==> config.mk <==
export PLATFORM = sky130hd
export DESIGN_NAME = act_slice_feeder
export DESIGN_NICKNAME = d
export VERILOG_FILES = /design/src/rtl/act_slice_feeder.sv
export SDC_FILE = /design/constraint.sdc
export NUM_CORES = 1
export LEC_CHECK = 0
export CAP_MARGIN = 20
export CORE_ASPECT_RATIO = 1.5
export CORE_MARGIN = 2
export CORE_UTILIZATION = 54
export CTS_BUF_LIST = sky130_fd_sc_hd__clkbuf_4 sky130_fd_sc_hd__clkbuf_8
export DETAILED_ROUTE_END_ITERATION = 16
export HOLD_SLACK_MARGIN = 0.06
export PLACE_DENSITY = 0.88
export SLEW_MARGIN = 40
export SYNTH_ARGS = -nofsm -noshare
export SYNTH_HDL_FRONTEND = slang
export SYNTH_SLANG_ARGS = --single-unit
==> constraint.sdc <==
create_clock -name clk -period 8.4 [get_ports clk]
set_clock_uncertainty 0.05 [all_clocks]
set_input_delay 2.52 -clock clk [delete_from_list [all_inputs] [get_ports clk]]
set_output_delay 2.52 -clock clk [all_outputs]
set_load 0.1 [all_outputs]
==> src/rtl/act_slice_feeder.sv <==
// Bit-serial activation feeder: holds one quantized vector and emits it as 2-bit slices, LSB first.
// Optional zero-vector skipping is enabled by defining ACT_FEED_ZERO_SKIP_EN.

module act_slice_lane #(
    parameter int ACT_WIDTH = 8
) (
    input  logic [ACT_WIDTH-1:0] act,
    input  logic [1:0]           idx,
    input  logic                 en,
    output logic [1:0]           slice
);
    always_comb begin
        slice = 2'b00;
        if (en) begin
            case (idx)
                2'd0: slice = act[1:0];
                2'd1: slice = act[3:2];
                2'd2: slice = act[5:4];
                default: slice = act[7:6];
            endcase
        end
    end
endmodule

module act_slice_feeder #(
    parameter int MAX_INPUT_WIDTH = 16,
    parameter int ACT_WIDTH       = 8
) (
    input  logic                                 clk,
    input  logic                                 rst,
    input  logic [ACT_WIDTH*MAX_INPUT_WIDTH-1:0] din,
    input  logic [1:0]                           fmap_precision,
    input  logic                                 vld_i,
    output logic                                 rdy_o,
    output logic [2*MAX_INPUT_WIDTH-1:0]         slice_o,
    output logic [1:0]                           slice_idx,
    output logic                                 msb_o,
    output logic                                 vld_o,
    input  logic                                 rdy_i,
    output logic [15:0]                          skip_cnt
);
    typedef enum logic {IDLE, STREAM} state_t;

    state_t state, state_nxt;
    logic [1:0] idx, idx_nxt;
    logic [1:0] n_last;
    logic [1:0] n_last_new;
    logic [ACT_WIDTH*MAX_INPUT_WIDTH-1:0] held;
    logic last, xfer, accept, zero_drop, load;

    always_comb begin
        case (fmap_precision)
            2'd0:    n_last_new = 2'd0;
            2'd1:    n_last_new = 2'd1;
            default: n_last_new = 2'd3;
        endcase
    end

    assign vld_o  = (state == STREAM);
    assign last   = (idx == n_last);
    assign xfer   = vld_o && rdy_i;
    assign rdy_o  = (state == IDLE) || (last && rdy_i);
    assign accept = vld_i && rdy_o;

`ifdef ACT_FEED_ZERO_SKIP_EN
    assign zero_drop = accept && (din == '0);
`else
    assign zero_drop = 1'b0;
`endif
    assign load = accept && !zero_drop;

    // A load in STREAM only happens on the last-slice transfer, so it always restarts at slice 0.
    always_comb begin
        state_nxt = state;
        idx_nxt   = idx;
        case (state)
            IDLE: begin
                if (load) begin
                    state_nxt = STREAM;
                    idx_nxt   = 2'd0;
                end
            end
            STREAM: begin
                if (load) begin
                    state_nxt = STREAM;
                    idx_nxt   = 2'd0;
                end else if (xfer && !last) begin
                    idx_nxt = idx + 2'd1;
                end else if (xfer) begin
                    state_nxt = IDLE;
                    idx_nxt   = 2'd0;
                end
            end
            default: begin
                state_nxt = IDLE;
                idx_nxt   = 2'd0;
            end
        endcase
    end

    always_ff @(posedge clk or posedge rst) begin
        if (rst) begin
            state <= IDLE;
            idx   <= 2'd0;
        end else begin
            state <= state_nxt;
            idx   <= idx_nxt;
        end
    end

    always_ff @(posedge clk or posedge rst) begin
        if (rst) begin
            held   <= '0;
            n_last <= 2'd0;
        end else if (load) begin
            held   <= din;
            n_last <= n_last_new;
        end
    end

`ifdef ACT_FEED_ZERO_SKIP_EN
    always_ff @(posedge clk or posedge rst) begin
        if (rst)
            skip_cnt <= 16'd0;
        else if (zero_drop && skip_cnt != 16'hFFFF)
            skip_cnt <= skip_cnt + 16'd1;
    end
`else
    assign skip_cnt = 16'd0;
`endif

    assign slice_idx = idx;
    assign msb_o     = vld_o && last;

    for (genvar g = 0; g < MAX_INPUT_WIDTH; g++) begin : g_lane
        act_slice_lane #(.ACT_WIDTH(ACT_WIDTH)) u_lane (
            .act   (held[g*ACT_WIDTH +: ACT_WIDTH]),
            .idx   (idx),
            .en    (vld_o),
            .slice (slice_o[g*2 +: 2])
        );
    end
endmodule

==> summary.txt, run 1 <==
Clocking
  • CTS tree: built
  • Post-CTS setup buffer count: 0
  • Clock Tree Root: clkbuf_8
  • Gates resized, CTS repair: 0
  • Cts hold-fix bufs: 0
  • Max Buffers Root-to-Sink: 2
  • Clock slew at reported path FFs: 0.07 ns
  • Clock sink count: 133
  • CTS buffer count: 17
  • H-Tree Depth: 4
  • Worst-Skew Late Latency: 0.43 ns

Place
  • GP Congestion: 0.780
  • PortBufs: 170
  • Post-DP HPWL: 10700 um

Timing
  • Final period util: 76.1%
  • Max frequency: 0.156 GHz
  • Minimum clock period: 6.39 ns
  • Least-Margin Pin Slew: 0.737 ns
  • RSZ-0062 raised after global routing: false
  • Setup Viol. Count Final: 0
  • Setup_tns: 0 ns
  • Max-slew headroom: 50.9%
  • Max Transition Viols Final: 0
  • Hold Fails Final Rpt: 0

Worst setup path
  • CP Buf/Inv Count: 3
  • Worst r2r src: slice_idx[1]
  • Worst Setup Start Kind: primary input
  • Worst setup EP type: primary output
  • Worst Setup Path Type: primary input to primary output
  • Crit path max-delay cell type: clkdlybuf4s50_1
  • Crit path cell chain: clkdlybuf4s50_1 -> inv_1 -> nor3_1 -> nand2b_1 -> buf_4
  • Worst EP arrival: 3.82 ns
  • CP required: 5.83 ns
  • R2R setup slack: 5.83 ns
  • CP delay by family, top: buffers and inverters
  • Reg2reg end: held[119]
  • CP peak stage delay: 0.53 ns
  • Worst r2r path cells: 5
  • Worst-path fanout max: 4

Logic synthesis
  • Post-Synthesis Cells: 478
  • Yosys warns: 0
  • Syn_area_per_cell: 14.2 um^2
  • Post-Syn Area: 6770 um^2
  • Area leader, netlist: dfrtp_1
  • Top_reg_cell synth: dfrtp_1
  • Seq/Total Area, Yosys: 49.2%
  • EDFF count, synth: 0
  • Area contributors post-synth: dfrtp_1, mux2_4, a222oi_1
  • Distinct cell type count of the synthesized netlist: 35
  • Fraction of registers with async set/reset: 100%
  • Yosys reg bits: 133
  • Share of Yosys cell area claimed by the top area cell type: 49.2%

Min path
  • Hold path start: held[119]
  • Hold path cells: 1
  • Min-Delay Endpoint: held[119]
  • Hold Crit Class: register to register

Run status
  • Status: completed

Floorplanning
  • DIE AREA: 13500 um^2
  • Die Span Y: 141 um
  • Core area: 12400 um^2
  • Starting Density: 54.6%
  • Ports: 187
  • Rows: 50
  • DIE WIDTH: 95.4 um

Cells and area
  • Most frequent cells in the layout: dfrtp_1, clkdlybuf4s50_1, mux2_4
  • Inserted Diodes: 0
  • Nets: 778
  • Area grow syn2layout: 29.0%
  • Filler Cell Count: 832
  • Share of layout cells above drive strength 1: 32.7%

Routing
  • Residual DRC: 0
  • Initial DRC Count: 285
  • Initial DRT Pass Iterations: 5
  • Total wire length: 16300 um
  • Via Count: 4563
  • Routed wire length per instance: 20.2 um
  • Routed Antenna Nets: 0
  • DR vias/cell: 5.65

Job
  • Total of max-cap violations: 0

Global route
  • Tot GR Track Use: 24.8%
  • Vias in the first global route: 5001
  • Total congestion overflow: 0
  • Largest net degree at the start of global routing: 129
  • Global-route wire length before repair: 25400 um
  • Antenna violations before repair: 0
kinds of logic after synthesis:
| group | synth area share, % |
|---|---|
| DFF | 49.2 |
| xor gates and xnor gates | 0.481 |
| other | 0.0554 |
| buffers and inverters | 7.03 |
| AOI/OAI and AO/OA | 9.72 |
| muxes | 28.1 |
| adders and majority gates | 0.740 |
| and+or+nand+nor | 4.68 |
per-layer routing:
layer	vias to the layer above	global-route usage [%]	wire, um
met4	0	11.6	512
met3	33	4.60	703
li1	2029	-	-
met1	2340	28.8	6180
met5	-	0	0
met2	161	43.5	8940
through the flow:
stage                     worst slack [ns]  hold slack (ns)  utilization, %  instances  instance area (um^2)
final                                 2.01            0.462            70.5        808                  8730
after global routing                  1.93            0.473            70.5        808                  8730
after CTS                             2.01            0.465            70.2        807                  8700
after detailed placement              2.01            0.443            65.9        776                  8170
after global placement                2.08            0.441            67.2        775                  8330
after floorplan                       2.28            0.430               -        493                  6820
cell type report:
cell class | instances | area (um^2) | area share [%]
Inverter | 6 | 28.8 | 0.330
Tap cell | 156 | 195 | 2.24
Sequential cell | 133 | 3330 | 38.1
Timing Repair Buffer | 178 | 1620 | 18.6
Multi-Input combinational cell | 304 | 3020 | 34.6
Clock inverter | 12 | 275 | 3.15
Clock buffer | 19 | 255 | 2.92
cell usage after synthesis (2+ instances only):
| master | n |
|---|---|
| buf_6 | 3 |
| buf_12 | 11 |
| mux2_4 | 120 |
| inv_1 | 5 |
| ha_1 | 4 |
| nand2_1 | 36 |
| a222oi_1 | 32 |
| nor3_1 | 2 |
| buf_1 | 3 |
| nor2_1 | 33 |
| dfrtp_1 | 133 |
| buf_4 | 17 |
| xor2_2 | 2 |
| o21a_1 | 32 |
| o32ai_1 | 2 |
| mux2_2 | 9 |
| clkbuf_1 | 16 |
registers in the layout, indices dropped and copies added, names as in the netlist:
signal and count:
n_last 2, held 128, slice_idx 2, vld_o 1
worst max path at each step:
stage | startpoint | endpoint | depth (start not counted)
3_5_place_dp | rdy_i | rdy_o | 5
3_3_place_gp | rdy_i | rdy_o | 5
4_1_cts | rdy_i | rdy_o | 5
6_report | rdy_i | rdy_o | 5
2_1_floorplan | rst | held[0] | 1
5_1_grt | rdy_i | rdy_o | 5
Power of run 1 is left out: the tool's default activity adds up to more than one toggle a clock period on the data nets, which glitch-free logic cannot reach.
==> run 2: changes to the inputs <==
CORE_UTILIZATION = 45   (was 54)
PLACE_DENSITY = 0.79   (was 0.88)
clock period = 5.35 ns   (was 8.4 ns; I/O delays follow)
==> summary.txt, run 2 (same netlist as run 1, synthesis figures left out) <==
Clocking
  • Max Buffers Root-to-Sink: 2 (unchanged)
  • CTS tree: built
  • Cts hold-fix bufs: 0 (unchanged)
  • Clock sink count: 133 (unchanged)
  • H-Tree Depth: 4 (unchanged)
  • CTS buffer count: 17 (unchanged)
  • Post-CTS setup buffer count: 0 (unchanged)
  • Worst-Skew Late Latency: 0.43 ns (about the same)
  • Gates resized, CTS repair: 0 (unchanged)
  • Clock slew at reported path FFs: 0.08 ns (about the same)
  • Clock Tree Root: clkbuf_8

Run status
  • Status: completed

Timing
  • Least-Margin Pin Slew: 0.831 ns (+0.0939 ns)
  • Hold Fails Final Rpt: 0 (unchanged)
  • Setup Viol. Count Final: 0 (unchanged)
  • Max-slew headroom: 44.6% (-6.3 points)
  • Max frequency: 0.220 GHz
  • Setup_tns: 0 ns (unchanged)
  • Minimum clock period: 4.54 ns
  • Final period util: 84.9%
  • Max Transition Viols Final: 0 (unchanged)
  • RSZ-0062 raised after global routing: false

Floorplanning
  • DIE AREA: 16100 um^2 (+19%)
  • Ports: 187 (unchanged)
  • Die Span Y: 154 um (+9.3%)
  • Starting Density: 46.2% (-8.5 points)
  • Core area: 14700 um^2 (+18%)
  • DIE WIDTH: 104 um (+9.1%)
  • Rows: 54 (+8.0%)

Routing
  • Residual DRC: 0 (unchanged)
  • Total wire length: 16400 um (+0.28%)
  • Via Count: 4619 (+1.2%)
  • Initial DRC Count: 295 (+3.5%)
  • DR vias/cell: 5.37 (-4.9%)
  • Routed wire length per instance: 19.0 um (-5.8%)
  • Initial DRT Pass Iterations: 6 (+1)
  • Routed Antenna Nets: 0 (unchanged)

Global route
  • Largest net degree at the start of global routing: 69 (-47%)
  • Total congestion overflow: 0 (unchanged)
  • Antenna violations before repair: 0 (unchanged)
  • Global-route wire length before repair: 26800 um (+5.5%)
  • Tot GR Track Use: 21.2% (-3.6 points)
  • Vias in the first global route: 5145 (+2.9%)

Cells and area
  • Reg with most FFs: held
  • Largest register FFs: 128 (unchanged)
  • Nets: 789 (+1.4%)
  • Most frequent cells in the layout: dfrtp_1, clkdlybuf4s50_1, mux2_4
  • Filler Cell Count: 1147 (+38%)
  • Share of layout cells above drive strength 1: 33.7% (+1.1 points)
  • Inserted Diodes: 0 (unchanged)
  • Area grow syn2layout: 31.0%

Worst setup path
  • Worst Setup Path Type: register to primary output
  • Worst-path fanout max: 18 (+14)
  • Worst Setup Start Kind: register
  • CP required: 3.70 ns (-2.13 ns)
  • Worst r2r path cells: 5 (unchanged)
  • Worst EP arrival: 2.88 ns (-0.94 ns)
  • Worst setup EP type: primary output

Place
  • PortBufs: 170 (unchanged)
  • Post-DP HPWL: 11600 um (+8.5%)
  • GP Congestion: 0.814 (+4.4%)

Job
  • Total of max-cap violations: 0 (unchanged)

Min path
  • Hold path cells: 1 (unchanged)
  • Hold Crit Class: register to register
run 2: changes by cell type in the layout (fill, tap and decap cells not counted), moves of 3 or more:
cell,previous run,this run
buf_2,36,3
buf_12,2,5
buf_4,6,48
inv_8,0,3
bufinv_16,8,3
inv_6,1,5
run 2: area by class of cell:
cell class / count / area [um^2] / share of cell area [%]
multi-input combinational: 304 / 3020 / 34.1
clock inverter: 14 / 193 / 2.17
timing repair buffer: 189 / 1810 / 20.4
sequential: 133 / 3330 / 37.5
clock buffer: 18 / 241 / 2.72
inverter: 6 / 27.5 / 0.311
tap: 196 / 245 / 2.77
run 2: per-stage QoR:
stage          setup slack [ns]  area, um^2  std cells  utilization [%]  hold slack [ns]
3_3_place_gp              0.854        8440        827             57.5            0.440
2_1_floorplan             0.141        6820        493                -            0.430
5_1_grt                   0.625        8860        860             60.5            0.482
6_report                  0.810        8860        860             60.5            0.463
3_5_place_dp              0.817        8430        828             57.5            0.444
4_1_cts                   0.800        8860        860             60.4            0.469
run 2: worst max-delay path, cell delays in order, from the launching register on:
cell and delay (ns):
dfrtp_1 0.49, inv_1 0.12, ha_1 0.64, buf_4 0.40, a222oi_1 0.14, o21a_1 0.18, nor2_1 0.13, buf_4 0.32
run 2: layer usage:
metal | part of all wire (%) | track usage (%)
met1 | 38 | 24.5
met4 | 2.6 | 8.69
met5 | 0 | 0
met3 | 5.6 | 4.72
met2 | 54 | 38.0
run 2: final timing paths:
kind | slack, ns | startpoint | end
worst max-delay path | 0.81 | slice_idx[0] | slice_o[28]
worst min-delay path | 0.46 | held[31] | held[31]
worst max register to register | 2.94 | slice_idx[1] | held[90]
worst min register to register | 0.46 | held[31] | held[31]
max in group asynchronous | 2.87 | rst | held[90]
min in group asynchronous | 1.59 | rst | held[41]
Power of run 2 is left out for the same reason.
